==> src/rtl/gcd_pkg.sv <==
// Shared types and constants for the iterative GCD engine.
//   gcd_state_t : controller states (idle / iterating)
//   MODE_SUB    : subtractive Euclid algorithm select
//   MODE_BIN    : binary (Stein) algorithm select
package gcd_pkg;

  typedef enum logic {S_IDLE, S_CALC} gcd_state_t;

  localparam logic MODE_SUB = 1'b0;
  localparam logic MODE_BIN = 1'b1;

endpackage

==> src/rtl/gcd_step.sv <==
// One combinational GCD iteration for either algorithm.
//   a, b      : current operands
//   md        : algorithm select (MODE_SUB / MODE_BIN)
//   a_nxt     : operand A after one step
//   b_nxt     : operand B after one step
//   k_inc     : Stein step removed a common factor of two
//   eq        : a == b (termination condition)
//   any_zero  : a or b is zero (degenerate input)
module gcd_step
  import gcd_pkg::*;
#(
  parameter int WIDTH = 8
) (
  input  logic [WIDTH-1:0] a,
  input  logic [WIDTH-1:0] b,
  input  logic             md,
  output logic [WIDTH-1:0] a_nxt,
  output logic [WIDTH-1:0] b_nxt,
  output logic             k_inc,
  output logic             eq,
  output logic             any_zero
);

  assign eq       = (a == b);
  assign any_zero = (a == '0) || (b == '0);

  always_comb begin
    a_nxt = a;
    b_nxt = b;
    k_inc = 1'b0;
    if (md == MODE_SUB) begin
      // Keep a >= b so the subtraction never underflows.
      if (a < b) begin
        a_nxt = b;
        b_nxt = a;
      end else begin
        a_nxt = a - b;
      end
    end else begin
      case ({a[0], b[0]})
        2'b00: begin
          a_nxt = a >> 1;
          b_nxt = b >> 1;
          k_inc = 1'b1;
        end
        2'b01: a_nxt = a >> 1;
        2'b10: b_nxt = b >> 1;
        default: begin
          // Difference of two odd numbers is even, so halve it right away.
          if (a >= b) a_nxt = (a - b) >> 1;
          else        b_nxt = (b - a) >> 1;
        end
      endcase
    end
  end

endmodule

==> src/rtl/gcd_engine.sv <==
// Iterative GCD unit with start/ready handshake and selectable algorithm.
//   clk, nrst : clock (posedge), asynchronous active-low reset
//   start     : request, taken on an edge where ready=1
//   mode      : 0 subtractive Euclid, 1 binary Stein (sampled with start)
//   ina, inb  : operands (sampled with start)
//   ready     : idle, a start will be accepted
//   valid     : one-cycle pulse when out/cycles/zero_in were just updated
//   out       : last result, held between operations
//   cycles    : iteration count of last operation, saturating
//   zero_in   : last operation had a zero operand
module gcd_engine
  import gcd_pkg::*;
#(
  parameter int WIDTH = 8,
  parameter int CNT_W = 8
) (
  input  logic             clk,
  input  logic             nrst,
  input  logic             start,
  input  logic             mode,
  input  logic [WIDTH-1:0] ina,
  input  logic [WIDTH-1:0] inb,
  output logic             ready,
  output logic             valid,
  output logic [WIDTH-1:0] out,
  output logic [CNT_W-1:0] cycles,
  output logic             zero_in
);

  // Holds the count of common factors of two stripped by Stein.
  localparam int KW = $clog2(WIDTH) + 1;

  gcd_state_t       state, state_nxt;
  logic [WIDTH-1:0] a, b, a_nxt, b_nxt;
  logic [KW-1:0]    k;
  logic [CNT_W-1:0] cnt;
  logic             md;
  logic             k_inc, eq, any_zero;
  logic             accept, step, fin, fin_zero;

  gcd_step #(.WIDTH(WIDTH)) u_step (
    .a        (a),
    .b        (b),
    .md       (md),
    .a_nxt    (a_nxt),
    .b_nxt    (b_nxt),
    .k_inc    (k_inc),
    .eq       (eq),
    .any_zero (any_zero)
  );

  assign ready = (state == S_IDLE);

  always_ff @(posedge clk or negedge nrst) begin
    if (!nrst) state <= S_IDLE;
    else       state <= state_nxt;
  end

  always_comb begin
    state_nxt = state;
    accept    = 1'b0;
    step      = 1'b0;
    fin       = 1'b0;
    fin_zero  = 1'b0;
    case (state)
      S_IDLE: begin
        if (start) begin
          accept    = 1'b1;
          state_nxt = S_CALC;
        end
      end
      S_CALC: begin
        // Zero test only matters before any step: steps never create a zero.
        if ((cnt == '0) && any_zero) begin
          fin_zero  = 1'b1;
          state_nxt = S_IDLE;
        end else if (eq) begin
          fin       = 1'b1;
          state_nxt = S_IDLE;
        end else begin
          step = 1'b1;
        end
      end
      default: state_nxt = S_IDLE;
    endcase
  end

  always_ff @(posedge clk or negedge nrst) begin
    if (!nrst) begin
      a       <= '0;
      b       <= '0;
      k       <= '0;
      md      <= MODE_SUB;
      cnt     <= '0;
      valid   <= 1'b0;
      out     <= '0;
      cycles  <= '0;
      zero_in <= 1'b0;
    end else begin
      valid <= fin | fin_zero;
      if (accept) begin
        a   <= ina;
        b   <= inb;
        md  <= mode;
        k   <= '0;
        cnt <= '0;
      end
      if (step) begin
        a   <= a_nxt;
        b   <= b_nxt;
        k   <= k + {{(KW-1){1'b0}}, k_inc};
        cnt <= (cnt == '1) ? cnt : cnt + 1'b1;
      end
      if (fin_zero) begin
        out     <= a | b;
        zero_in <= 1'b1;
        cycles  <= '0;
      end
      if (fin) begin
        // Restore the common power of two; k stays 0 in subtractive mode.
        out     <= a << k;
        zero_in <= 1'b0;
        cycles  <= cnt;
      end
    end
  end

endmodule

==> config.mk <==
export PLATFORM = sky130hd
export DESIGN_NAME = gcd_engine
export DESIGN_NICKNAME = d
export VERILOG_FILES = /design/src/rtl/gcd_pkg.sv /design/src/rtl/gcd_step.sv /design/src/rtl/gcd_engine.sv
export SDC_FILE = /design/constraint.sdc
export NUM_CORES = 1
export LEC_CHECK = 0
export BUFFER_PORTS_ARGS = -buffer_cell sky130_fd_sc_hd__buf_2
export CAP_MARGIN = 10
export CORE_UTILIZATION = 35
export DETAILED_ROUTE_END_ITERATION = 7
export PLACE_DENSITY_LB_ADDON = 0.15
export SYNTH_ARGS = -nofsm -noshare
export SYNTH_HDL_FRONTEND = slang
export SYNTH_SLANG_ARGS = --single-unit
==> constraint.sdc <==
create_clock -name clk -period 2.65 [get_ports clk]
set_input_delay 0.265 -clock clk [delete_from_list [all_inputs] [get_ports clk]]
set_output_delay 0.265 -clock clk [all_outputs]
set_load 0.005 [all_outputs]
# After elaboration in Yosys (flattened, before gate mapping)
# Index checks and enable logic that the tools add are counted.
word_totals:
  ff_bits: 48
  output_inout_bits: 19
  word_cells: 79
classes:
  n_addsub: 4
  n_lt_le_gt_ge: 2
  n_eq_ne: 10
  shift: 1
  muxes: 36
  bitwise_logic: 3
  reduce_logical: 13
ops:
  columns: ["cell", "count"]
  rows:
  - ["two-way mux 8 bit", 17]
  - ["one-hot mux 8 bit (2 select lines)", 2]
  - ["zero test 8 bit", 3]
  - ["subtractor 8 bit", 2]
  - ["two-way mux 1 bit", 14]
  - ["adder 8 x 1 -> 8 bit (second input constant)", 1]
  - ["equality test 8 bit", 1]
  - ["equality test 8 bit (second input constant)", 1]
  - ["greater-or-equal comparator 8 bit", 1]
  - ["< comparator 8 bit", 1]
  - ["two-way mux 4 bit", 2]
  - ["OR 8 bit", 1]
  - ["left shift 8 x 4 -> 8 bit", 1]
  - ["!= test 3 bit (second input constant)", 2]
  - ["adder 4 x 1 -> 4 bit", 1]
  - ["!= test 4 x 3 -> 1 bit (second input constant)", 1]
  - ["!= test 4 bit (second input constant)", 1]
  - ["AND reduction 4 bit", 1]
  - ["nonzero test 2 bit", 2]
  - ["OR reduction 2 bit", 2]
  - ["!= test 3 x 2 -> 1 bit (second input constant)", 1]
  - ["AND reduction 3 bit", 1]
  - ["equality test 2 x 1 -> 1 bit (second input constant)", 1]
  - ["equality test 2 bit (second input constant)", 1]
  - ["other kinds (8)", 8]

# Longest topological paths before layout
logic_depth:
  ltp_word: 7
  mapped_depth: 12

# Hierarchy
# A second synthesis with hierarchy kept.
hier_totals:
  cells_unflattened: 490
  area_unflattened_um2: 4219.0
modules_own_cells:
  columns: ["mod", "n_inst", "cells_per_inst", "area_per_inst_um2", "seq_area_each_um2"]
  rows:
  - ["gcd_engine", 1, 241, 2531.2, 1201.2]
  - ["gcd_step", 1, 249, 1687.9, 0.0]

# Least setup slack after synthesis
# Ideal clock, no wire load.
synth_path:
  path_type: "reg-to-reg"
  from: "register a[0]"
  to: "register b[4]"
  setup_time_ns: 0.125
  arrival_time_ns: 2.617
  slack_ns: -0.092
  path_stages_with_launch: 11
  n_path_buf: 1
  period_less_slack_ns: 2.742
  cell_sequence: "dfrtp_1 -> inv_1 -> ha_1 -> fa_1 -> o21bai_1 -> a21oi_1 -> o211ai_4 -> o211ai_4 -> and2_4 -> buf_6 -> mux2_4"
synth_between:
  elab_chain_len: 7
  word_cells_on_any_way: 23
  cone_classes: "add/sub: 1; order compare: 2; eq/ne: 6; mux: 7; reduce/logical: 7"
synth_lines:
  columns: ["element", "line_no", "text"]
  rows:
  - ["start, declared", "gcd_engine.sv:34", "logic [WIDTH-1:0] a, b, a_nxt, b_nxt;"]
  - ["start signal, assigned", "gcd_engine.sv:102", "a <= ina;"]
  - ["start signal, assigned", "gcd_engine.sv:109", "a <= a_nxt;"]
  - ["parallel branches: the longest is 7 deep, another holds subtractor 8 bit", null, null]
  - ["end signal, assigned", "gcd_engine.sv:103", "b <= inb;"]
  - ["end signal, assigned", "gcd_engine.sv:110", "b <= b_nxt;"]
  - ["end, declared", "gcd_engine.sv:34", null]
# Parallel ways; which one is timed is not known. The select of a mux whose other input is x is not followed.
# A chain may end at the register's enable or synchronous reset.

# Worst setup path in the final report
layout_path:
  from: "register b[1]"
  to: "register a[0]"
layout_between:
  elab_chain_len: 7
  word_cells_on_any_way: 19
  cone_classes: "add/sub: 1; order compare: 2; eq/ne: 3; mux: 8; reduce/logical: 5"
layout_lines:
  columns: ["element"]
  rows:
  - ["parallel branches: the longest is 7 deep, another holds subtractor 8 bit"]
# Parallel ways; which one is timed is not known. The select of a mux whose other input is x is not followed.

==> run summary <==
The flow ran to the end, and the final reports show no timing, DRC or antenna violations. In the final layout, the multi-input gates occupy 0.00242 mm^2. For the utilization after layout, the log shows 0.469.

The share of the cycle needed by the critical path after routing is 0.994. The worst setup path is captured at a flop. After detailed routing, the number of vias per cell comes to 5.47. The run gives 2.90 ns as the data required time at the worst endpoint.

In the final routed layout, each cell accounts on average for 18.2 um. Number of nets in the layout: 544. The first global-routing pass estimated 18300 um of wire. Row generation in the floorplan step produced 36 rows. TritonCTS built the clock tree. The die covers 0.0108 mm^2.

The path with the worst hold slack has its endpoint at a[0]. Once detail routing completed, the nets flagged for antenna violations numbered 0. The run gives 8600 um as the HPWL after detailed placement. The worst hold path class was input port to flop. The run gives 0 as the count of yosys warnings during synthesis. Routability-driven placement finished with a final weighted congestion of 0.880. The final period demand of the worst path was 2.63 ns; the number of distinct library cell variants in the gate-level netlist after synthesis was 59.

The run gives 0 as the number of pins with negative max-slew slack in the final report. The worst register-to-register path has a setup slack of 0.02 ns. Along the worst hold path, the cell count comes to 3.

For the insertion delay to the later sink of the worst-skew pair, the log shows 0.31 ns. Entering global routing, the biggest net connects 35 pins. The net count after synthesis is 466, and the post-synthesis register bit count is 48.

The max-cap check violation count came out at 0. At the pin with the least slew margin, the transition time is 0.653 ns. Post-synthesis async set-or-reset flop share: 1.00. The die span in y was 104 um; the overall die width was 104 um. Dominant register cell in the synthesized netlist: dfrtp_1.

The area share of the leading cell type in the synthesized netlist came out at 0.330. The category of the most critical setup path is flop to flop. The initial core utilization is 0.367, and the count of final hold-check violations is 0.

The tools report the worst slew slack as a fraction of its limit as 0.562. The post-synthesis cell count was 417; the total number of H-tree levels was 2. The tools report the sink count of the clock tree as 48.

The peak clock frequency supported by timing came out at 0.380 GHz. The share of cells above drive strength 1 was 0.290; the final-report setup violation count was 0. The logs give 5 for the number of clock buffers inserted by TritonCTS and 0.0109 ns for the largest clock skew in the final design. The mean instance size in the synthesized netlist was 8.73 um^2; the initial antenna violation count was 0. After detailed routing, the number of remaining DRC violations is 0. Summing over every cut layer, the via total after detailed routing is 3438. Of all nets on the critical path, the largest fanout is 9. Once placement finished, the instance area stood at 0.00427 mm^2. The most common cell after layout, fill and taps aside was buf_4. The synthesized design contains 0 enable-type register cells. The worst setup path is launched from a flop.

The startpoint identified for the worst hold timing path is ina[0]. The logs give 0.00364 mm^2 for the mapped cell area and 0 for the remaining global-route overflow. The core region is 0.00991 mm^2. The all-layer global routing usage was 0.213; the buffer depth of the longest clock path was 2.

For the via count of the first global-routing pass, the log shows 3391. The tools report the total routed wirelength as 11500 um. The worst register-to-register path has a depth of 9. The total of buffers placed on input and output ports is 38. The detailed router finished its first iteration with 163 violations.

Clock tree root driver cell: clkbuf_8. Layout overhead on the synthesized area: 27.6%. Before CTS, the worst setup slack after placement is -0.0359 ns. After filler insertion, the fill cell instance count of the layout stands at 994. The number of antenna diodes in the final layout is 0. In the final layout, flip-flops and latches occupy 0.00120 mm^2. The register clock-pin slew on the reported worst setup and hold paths works out to 0.11 ns. Leaving out fill and tap cells, the most frequent cells in the layout are 51 x buf_4, 48 x nand2_1, 46 x dfrtp_1. The tools report the tightest hold margin as 0.146 ns. The top-level I/O count was 39.

The run gives 0.00464 mm^2 as the post-layout instance area. The tools report the beginning of the worst register-to-register path as b[1]. Of all cell types, the one taking the most synthesized area is dfrtp_1. The slack of the critical path was 0.0153 ns. Ranked by total cell area, the synthesized netlist is headed by dfrtp_1 33%, ha_1 9.3%, o21ai_0 5.5%. The worst register-to-register path ends at a[0]. For this run, the detailed router's first-pass iteration total came to 6. The portion of the post-synthesis area used by sequential elements was 0.330. Data arrives at the worst endpoint at 2.88 ns.
==> cell families after synthesis <==
kind of cell / synth area share
adders and majority gates: 0.104
AOI/OAI and AO/OA: 0.254
buffers and inverters: 0.0553
xor gates and xnor gates: 0.0337
and+or+nand+nor: 0.176
muxes: 0.0478
DFF: 0.330
==> sequential cells by signal, indices dropped and copies added (netlist names), 4 cells and up <==
register	cells
cnt	8
b	8
cycles	8
a	8
out	8
k	4
==> synthesized netlist by cell type, types with 9 or more instances <==
cell type,count
mux2i_1,11
xnor2_1,10
ha_1,27
dfrtp_1,48
o21ai_0,40
nand3_1,9
inv_1,26
a211oi_1,9
a21oi_1,17
clkbuf_1,13
nor2_1,25
nand2_1,49
o211ai_1,14
==> layout make-up <==
| class | instances | area share |
|---|---|---|
| sequential | 48 | 0.259 |
| inverter | 26 | 0.0210 |
| timing repair buffer | 92 | 0.134 |
| clock buffer | 5 | 0.0148 |
| multi-input combinational | 322 | 0.520 |
| tap | 133 | 0.0358 |
| clock inverter | 3 | 0.0148 |
==> per-stage QoR <==
| stage | instances | TNS (ns) |
|---|---|---|
| finish | 629 | 0 |
| global route | 629 | -0.352 |
| CTS | 623 | -0.0248 |
| detailed placement | 613 | -0.0845 |
| global placement | 613 | -0.0540 |
| floorplan | 417 | 0 |
==> routing by layer <==
layer  GRT usage  share of wire  vias to the layer above  wire [um]
met5           0              0                        -          0
met4      0.0480          0.014                        0        159
met3      0.0251          0.052                       14        596
met2       0.326           0.44                      103       5090
met1       0.320           0.49                     1648       5630
li1            -              -                     1673          -
==> worst max-delay path by stage <==
| stage | startpoint | end | slack (ns) | cells past startpoint |
|---|---|---|---|---|
| 2_1_floorplan | a[1] | b[4] | 0.02 | 9 |
| 3_3_place_gp | b[0] | a[5] | -0.02 | 10 |
| 3_5_place_dp | a[2] | a[0] | -0.04 | 9 |
| 4_1_cts | a[6] | a[5] | -0.02 | 8 |
| 5_1_grt | b[1] | cycles[0] | -0.05 | 8 |
| 6_report | b[1] | a[0] | 0.02 | 9 |
==> critical path, cell delays in order, from the launching register on <==
cell     delay (ns)
dfrtp_1        0.42
buf_4          0.15
buf_4          0.15
nor4_2         0.39
nand2_1        0.19
a21oi_4        0.39
nor2_4         0.13
o21ai_2        0.45
a22oi_1        0.21
nand2_1        0.10
==> repair_timing <==
action	CTS	global route
setup endpoints to repair	6	36
gates resized for setup	3	33
pin swaps	1	3
setup buffers	1	6
hold buffers	1	0
hold endpoints to repair	14	0
Power is not shown: default switching activity piles up to over one toggle a cycle in this logic, so the estimate is an artifact.
